### src/rtl/uart_rx_unit_pkg.sv
// Shared definitions for the UART receive path: FSM state encodings,
// default line-rate constants, frame bit levels and the tick divisor helper.
package uart_rx_unit_pkg;

  // Receiver FSM states (3-bit encoding shared with the transmitter side)
  typedef enum logic [2:0] {
    IDLE      = 3'd0,
    START     = 3'd1,
    DATA      = 3'd2,
    STOP      = 3'd3,
    WAIT_HIGH = 3'd4
  } rx_state_e;

  localparam int DEFAULT_CLK_FREQ   = 50_000_000;
  localparam int DEFAULT_BAUD       = 115_200;
  localparam int DEFAULT_OVERSAMPLE = 16;

  // Line levels of the framing bits
  localparam logic START_BIT = 1'b0;
  localparam logic STOP_BIT  = 1'b1;

  // Clock cycles per oversample tick (integer division, truncating)
  function automatic int calc_div(input int clk_freq, input int baud, input int oversample);
    return clk_freq / (baud * oversample);
  endfunction

endpackage

### src/rtl/uart_rx_tick.sv
// Free-running oversample tick divider: tick is high for one clk every DIV
// clocks, in the cycle where the internal counter sits at DIV-1.
module uart_rx_tick #(
  parameter int DIV = 10
) (
  input  logic clk,
  input  logic reset,
  output logic tick
);

  localparam int CW = (DIV > 1) ? $clog2(DIV) : 1;
  localparam logic [CW-1:0] LAST = CW'(DIV - 1);

  if (DIV < 2) begin : g_div_check
    $error("uart_rx_tick: DIV must be >= 2");
  end

  logic [CW-1:0] cnt_q, cnt_d;
  logic          tick_q, tick_d;

  // Next counter value with wrap at DIV-1; tick is precomputed so it is a flop
  always_comb begin
    if (cnt_q == LAST) begin
      cnt_d = {CW{1'b0}};
    end else begin
      cnt_d = cnt_q + CW'(1);
    end
    tick_d = (cnt_d == LAST);
  end

  // Counter and registered tick
  always_ff @(posedge clk) begin
    if (reset) begin
      cnt_q  <= {CW{1'b0}};
      tick_q <= 1'b0;
    end else begin
      cnt_q  <= cnt_d;
      tick_q <= tick_d;
    end
  end

  assign tick = tick_q;

endmodule

### src/rtl/uart_rx_unit.sv
// UART receiver: 2-flop synchronizer, oversampled start-bit validation,
// mid-bit sampling of WIDTH data bits (LSB first), stop-bit check and a
// level data_valid / ack handshake with overrun and framing-error pulses.
module uart_rx_unit
  import uart_rx_unit_pkg::*;
#(
  parameter int WIDTH      = 8,
  parameter int CLK_FREQ   = DEFAULT_CLK_FREQ,
  parameter int BAUD       = DEFAULT_BAUD,
  parameter int OVERSAMPLE = DEFAULT_OVERSAMPLE
) (
  input  logic             clk,
  input  logic             reset,
  input  logic             rx,
  input  logic             ack,
  output logic [WIDTH-1:0] data,
  output logic             data_valid,
  output logic             frame_err,
  output logic             overrun,
  output logic             busy,
  output logic [3:0]       bit_counter
);

  localparam int DIV = calc_div(CLK_FREQ, BAUD, OVERSAMPLE);
  localparam int SCW = $clog2(OVERSAMPLE);
  localparam logic [SCW-1:0] MID_START   = SCW'(OVERSAMPLE / 2 - 1);
  localparam logic [SCW-1:0] LAST_SAMPLE = SCW'(OVERSAMPLE - 1);
  localparam logic [3:0]     LAST_BIT    = 4'(WIDTH - 1);

  if (WIDTH < 1 || WIDTH > 15) begin : g_width_check
    $error("uart_rx_unit: WIDTH must be in 1..15");
  end
  if (OVERSAMPLE < 4 || (OVERSAMPLE % 2) != 0) begin : g_os_check
    $error("uart_rx_unit: OVERSAMPLE must be even and >= 4");
  end
  if (DIV < 2) begin : g_div_check
    $error("uart_rx_unit: CLK_FREQ/(BAUD*OVERSAMPLE) must be >= 2");
  end

  logic tick;

  uart_rx_tick #(.DIV(DIV)) u_tick (
    .clk   (clk),
    .reset (reset),
    .tick  (tick)
  );

  // Synchronizer flops; idle-high so a reset never looks like a start bit
  logic rx_meta_q, rx_s_q;

  // Two-flop synchronizer for the asynchronous rx pin
  always_ff @(posedge clk) begin
    if (reset) begin
      rx_meta_q <= 1'b1;
      rx_s_q    <= 1'b1;
    end else begin
      rx_meta_q <= rx;
      rx_s_q    <= rx_meta_q;
    end
  end

  rx_state_e        state_q, state_d;
  logic [SCW-1:0]   sample_cnt_q, sample_cnt_d;
  logic [WIDTH-1:0] shift_q, shift_d;
  logic [3:0]       bit_cnt_q, bit_cnt_d;
  logic [WIDTH-1:0] data_q, data_d;
  logic             data_valid_q, data_valid_d;
  logic             frame_err_q, frame_err_d;
  logic             overrun_q, overrun_d;
  logic             busy_q, busy_d;

  // Next-state logic: FSM moves on ticks, handshake and pulses every clk
  always_comb begin
    state_d      = state_q;
    sample_cnt_d = sample_cnt_q;
    shift_d      = shift_q;
    bit_cnt_d    = bit_cnt_q;
    data_d       = data_q;
    frame_err_d  = 1'b0;
    overrun_d    = 1'b0;

    // ack only matters while a word is pending
    if (ack && data_valid_q) begin
      data_valid_d = 1'b0;
    end else begin
      data_valid_d = data_valid_q;
    end

    if (tick) begin
      case (state_q)
        IDLE: begin
          if (rx_s_q == START_BIT) begin
            state_d      = START;
            sample_cnt_d = {SCW{1'b0}};
          end else begin
            state_d = IDLE;
          end
        end
        START: begin
          if (sample_cnt_q == MID_START) begin
            if (rx_s_q == START_BIT) begin
              state_d      = DATA;
              sample_cnt_d = {SCW{1'b0}};
              bit_cnt_d    = 4'd0;
            end else begin
              // Start bit gone by mid-bit: a glitch, drop it silently
              state_d = IDLE;
            end
          end else begin
            sample_cnt_d = sample_cnt_q + SCW'(1);
          end
        end
        DATA: begin
          if (sample_cnt_q == LAST_SAMPLE) begin
            shift_d            = shift_q >> 1;
            shift_d[WIDTH-1]   = rx_s_q;
            bit_cnt_d          = bit_cnt_q + 4'd1;
            sample_cnt_d       = {SCW{1'b0}};
            if (bit_cnt_q == LAST_BIT) begin
              state_d = STOP;
            end else begin
              state_d = DATA;
            end
          end else begin
            sample_cnt_d = sample_cnt_q + SCW'(1);
          end
        end
        STOP: begin
          if (sample_cnt_q == LAST_SAMPLE) begin
            if (rx_s_q == STOP_BIT) begin
              data_d       = shift_q;
              // Overrides an ack clear: a same-cycle ack consumes the old word
              data_valid_d = 1'b1;
              overrun_d    = data_valid_q & ~ack;
              state_d      = IDLE;
            end else begin
              frame_err_d = 1'b1;
              state_d     = WAIT_HIGH;
            end
          end else begin
            sample_cnt_d = sample_cnt_q + SCW'(1);
          end
        end
        WAIT_HIGH: begin
          // Hold through a break / stuck-low line until it returns high
          if (rx_s_q == STOP_BIT) begin
            state_d = IDLE;
          end else begin
            state_d = WAIT_HIGH;
          end
        end
        default: begin
          state_d = IDLE;
        end
      endcase
    end else begin
      state_d = state_q;
    end

    busy_d = (state_d != IDLE);
  end

  // FSM, datapath and registered outputs
  always_ff @(posedge clk) begin
    if (reset) begin
      state_q      <= IDLE;
      sample_cnt_q <= {SCW{1'b0}};
      shift_q      <= {WIDTH{1'b0}};
      bit_cnt_q    <= 4'd0;
      data_q       <= {WIDTH{1'b0}};
      data_valid_q <= 1'b0;
      frame_err_q  <= 1'b0;
      overrun_q    <= 1'b0;
      busy_q       <= 1'b0;
    end else begin
      state_q      <= state_d;
      sample_cnt_q <= sample_cnt_d;
      shift_q      <= shift_d;
      bit_cnt_q    <= bit_cnt_d;
      data_q       <= data_d;
      data_valid_q <= data_valid_d;
      frame_err_q  <= frame_err_d;
      overrun_q    <= overrun_d;
      busy_q       <= busy_d;
    end
  end

  assign data        = data_q;
  assign data_valid  = data_valid_q;
  assign frame_err   = frame_err_q;
  assign overrun     = overrun_q;
  assign busy        = busy_q;
  assign bit_counter = bit_cnt_q;

endmodule

### config.mk
export PLATFORM = sky130hd
export DESIGN_NAME = uart_rx_unit
export DESIGN_NICKNAME = d
export VERILOG_FILES = /design/src/rtl/uart_rx_unit_pkg.sv /design/src/rtl/uart_rx_tick.sv /design/src/rtl/uart_rx_unit.sv
export SDC_FILE = /design/constraint.sdc
export NUM_CORES = 1
export LEC_CHECK = 0
export ABC_AREA = 1
export CAP_MARGIN = 5
export CORE_UTILIZATION = 40
export CTS_CLUSTER_DIAMETER = 150
export DETAILED_ROUTE_END_ITERATION = 10
export HOLD_SLACK_MARGIN = 0.15
export SYNTH_ARGS = -nofsm -noshare
export SYNTH_HDL_FRONTEND = slang
export SYNTH_SLANG_ARGS = --single-unit
### constraint.sdc
create_clock -name clk -period 2.1 [get_ports clk]
set_input_delay 0.525 -clock clk [delete_from_list [all_inputs] [get_ports clk]]
set_output_delay 0.525 -clock clk [all_outputs]
set_load 0.005 [all_outputs]
==> results by stage <==
Route:
- The violation count after the first detailed-routing iteration is 77.
- The remaining routing DRC violations is 0.
- The first detailed-routing pass took 4 iterations.
- After detailed routing, the number of vias per cell comes to 4.724.
- The average routed wire per standard cell is 10.82 µm.
- The routed layout has 1488 vias.
- The post-detailed-route count of antenna-violating nets is 0.
- The final routed wirelength across all metal layers is 3409 µm.

GRT:
- Global routing finished with a remaining overflow of 0.
- The via count of the first global-routing pass is 1368.
- Entering global routing, the biggest net connects 19 pins.
- Global routing used 15.01% of the available tracks across all layers.
- The first global-routing pass estimated 5934 µm of wire.
- The initial antenna violation count is 0.

Timing:
- The total count of max-transition violations in the final report came to 0.
- Setup repair after global routing left no endpoint under its margin.
- The setup TNS after final layout is 0 ns.
- On the final layout, the worst clock skew is 0.007423 ns.
- Setup violations remaining at the end of the flow were counted as 0.
- The post-route clock period utilization is 83.13%.
- The highest clock rate is 0.5729 GHz.
- For the pin with the worst max-slew slack, the measured transition is 0.4427 ns.
- The worst slack on hold paths is 0.4115 ns.
- The final hold violation count is 0.
- The minimum clock period after layout is 1.746 ns.
- Measured against its own limit, the worst slew margin works out to 70.45%.

Synth:
- The number of synthesis warnings is 0.
- In the synthesized netlist the dominant register cell turns out to be sky130_fd_sc_hd__dfxtp_1.
- Summing the areas of all compound-gate instances in the mapped netlist gives 13.69% of the synthesized area.
- Synthesis produced 241 cells.
- Each instance of the synthesized netlist takes up on average 7.621 µm².
- Of the total synthesized cell area, the portion taken by full adders, half adders and majority gates is 2.725%.
- The largest family of logic cells by synthesized area is simple AND/OR/NAND/NOR gates.
- The net count after synthesis is 249.
- The netlist uses 34 different library cells.
- The flip-flop and latch count after synthesis is 39.
- The sequential element share of the synthesized area is 42.51%.
- The share of synthesized area spent on multiplexers is 0%.
- The area share of and/or/nand/nor cells after synthesis is 30.04%.
- The post-synthesis share of cell area spent on xor and xnor gates is 2.384%.
- After synthesis, the share of flip-flops with an asynchronous set or reset is 0%.
- The synthesized design contains 0 enable-type register cells.
- The cell area after technology mapping is 0.001837 mm².

Floorplan:
- The effective utilization at floorplan is 41.89%.
- The initialized floorplan defines 24 standard-cell rows.
- The die is 69.77 µm wide.
- The floorplan step defined a die boundary enclosing 0.004867 mm².
- In this run the vertical extent of the chip is 69.77 µm.
- The standard cell core area is 0.004384 mm².
- The I/O pin total is 20.

CTS:
- The number of gates resized after CTS is 0.
- The longest clock path from root to sink contains 2 buffers.
- The number of post-CTS setup repair buffers is 0.
- The clock tree synthesis step divided the H-tree into 2 levels.
- The number of CTS-inserted buffers is 5.
- Clock tree synthesis found a total of 39 sinks.
- The number of buffers added to fix hold violations after cts is 0.
- The clock tree from TritonCTS is done.
- The clock reaches the later pin of the worst-skew pair after 0.29 ns.
- After clock tree synthesis, the clock-pin slew on the worst setup and hold paths is 0.07 ns.
- In this run the clock root is driven by a sky130_fd_sc_hd__clkbuf_8.

Placement:
- Buffers placed on the I/O ports in this run total 19.
- Detailed placement ended at an HPWL of 2509 µm.
- At the end of routability-driven placement, the weighted congestion stood at 0.8092.

Critical path:
- The worst endpoint required time is 1.57 ns.
- The cell family contributing the most delay on the critical path is buffers and inverters.
- STA puts the critical path data arrival time at 1.22 ns.
- The slowest stage of the critical path is the sky130_fd_sc_hd__clkdlybuf4s50_1 cell.
- The critical path start-end classification is reg2out.
- Together, buffers and inverters on the worst path number 1.
- The kind of capture point of the worst setup path is an output port.
- The worst stage delay on the critical path is 0.53 ns.
- STA classifies the critical path startpoint as a register.
- Traced cell by cell, the critical path runs through clkdlybuf4s50_1.
- The maximum fanout count along the critical path is 5.

Power and ir drop:
- The leakage component of the power is 0.8767 nW.
- Dividing total power by cell area gives a power density of 695.8 mW/mm².
- The total power of the final layout is 1.526 mW.
- The peak supply drop is 0.4722 mV.

Run:
- The number of max-cap violations is 0.

Final layout:
- In the layout the commonest cells are 39 x sky130_fd_sc_hd__dfxtp_1, 36 x sky130_fd_sc_hd__nand2_1, 32 x sky130_fd_sc_hd__nor2_1, 25 x sky130_fd_sc_hd__inv_1, 19 x sky130_fd_sc_hd__clkdlybuf4s50_1.
- The commonest non-fill, non-tap cell in the layout is sky130_fd_sc_hd__dfxtp_1.
- The final layout contains 270 nets.
- The growth of design area from synthesis to finish is 19.41%.
- The post-route netlist has 12.55% of its cells at a drive strength greater than 1.
- The antenna diode count is 0.

Status:
- The run finished with clean final reports.

Min path:
- The worst min-delay path class is reg2reg.
==> logic make-up (layout without fill, tap and decap cells) <==
family | after synthesis | in the layout
XOR/XNOR | 5 | 5
AND/OR/NAND/NOR | 110 | 110
AO/OA/AOI/OAI | 46 | 46
flip-flops | 39 | 39
buffers and inverters | 37 | 59
adder cells (fa/ha/maj) | 4 | 4
==> power breakdown <==
group	switching (mW)	internal [mW]
sequential	0.00764	0.746
combinational	0.0257	0.0199
clock	0.252	0.475
==> final timing paths <==
kind,slack [ns],cells past startpoint,end,from
max,0.35,1,bit_counter[0],bit_counter[0]
min,0.41,1,rx_s_q,rx_meta_q
max reg2reg,0.42,6,data[2],sample_cnt_q[0]
min reg2reg,0.41,1,rx_s_q,rx_meta_q
==> final cells by class <==
type,instances,area [µm²]
Clock buffer,6,72.57
Tap cell,52,65.06
Timing Repair Buffer,21,205.2
Fill cell,432,2191
Inverter,30,112.6
Clock inverter,2,60.06
Multi-Input combinational cell,165,897.1
Sequential cell,39,780.7
==> per-layer routing <==
| metal | track usage [%] | up-vias | routed length, µm |
|---|---|---|---|
| li1 | - | 821 | - |
| met1 | 19.98 | 644 | 1795 |
| met2 | 23.61 | 16 | 1470 |
| met3 | 3.488 | 7 | 94 |
| met4 | 5.556 | 0 | 49 |
| met5 | 0 | - | 0 |
==> metrics by stage <==
step	setup slack (ns)	util [%]	instance area, µm²	cells
floorplan	0.6806	-	1837	241
global placement	0.4187	47.00	2061	307
detailed placement	0.3626	47.00	2061	307
CTS	0.3358	50.03	2193	315
global route	0.2542	50.03	2193	315
finish	0.3543	50.03	2193	315
==> flip-flops by register name, summed over array words and instances, names as in the netlist <==
register / count
bit_counter: 4
frame_err: 1
data: 8
u_tick.tick: 1
rx_s_q: 1
busy: 1
u_tick.cnt_q: 5
overrun: 1
state_q: 3
data_valid: 1
sample_cnt_q: 4
shift_q: 8
rx_meta_q: 1
==> Yosys cell counts, types with 2 or more instances <==
cell | n | area share [%]
sky130_fd_sc_hd__nand3b_1 | 2 | 0.82
sky130_fd_sc_hd__o21ai_2 | 2 | 0.95
sky130_fd_sc_hd__nand2_2 | 2 | 0.68
sky130_fd_sc_hd__ha_1 | 4 | 2.7
sky130_fd_sc_hd__nor3_1 | 3 | 0.82
sky130_fd_sc_hd__buf_6 | 2 | 1.2
sky130_fd_sc_hd__inv_2 | 5 | 1.0
sky130_fd_sc_hd__nand3_1 | 17 | 4.6
sky130_fd_sc_hd__nand4_1 | 2 | 0.68
sky130_fd_sc_hd__xor2_1 | 4 | 1.9
sky130_fd_sc_hd__clkbuf_1 | 3 | 0.61
sky130_fd_sc_hd__or2_2 | 2 | 0.68
sky130_fd_sc_hd__dfxtp_1 | 39 | 43
sky130_fd_sc_hd__nor2_2 | 2 | 0.68
sky130_fd_sc_hd__nand2_1 | 36 | 7.4
sky130_fd_sc_hd__nand3_2 | 2 | 1.1
sky130_fd_sc_hd__nor2_1 | 32 | 6.5
sky130_fd_sc_hd__a21oi_2 | 2 | 0.95
sky130_fd_sc_hd__o21ai_0 | 17 | 4.6
sky130_fd_sc_hd__inv_1 | 25 | 5.1
sky130_fd_sc_hd__nor2_4 | 2 | 1.2
sky130_fd_sc_hd__nand2_4 | 4 | 2.5
sky130_fd_sc_hd__o21ai_1 | 4 | 1.1
sky130_fd_sc_hd__a21oi_1 | 18 | 4.9
(Power assumes the default switching activity.)
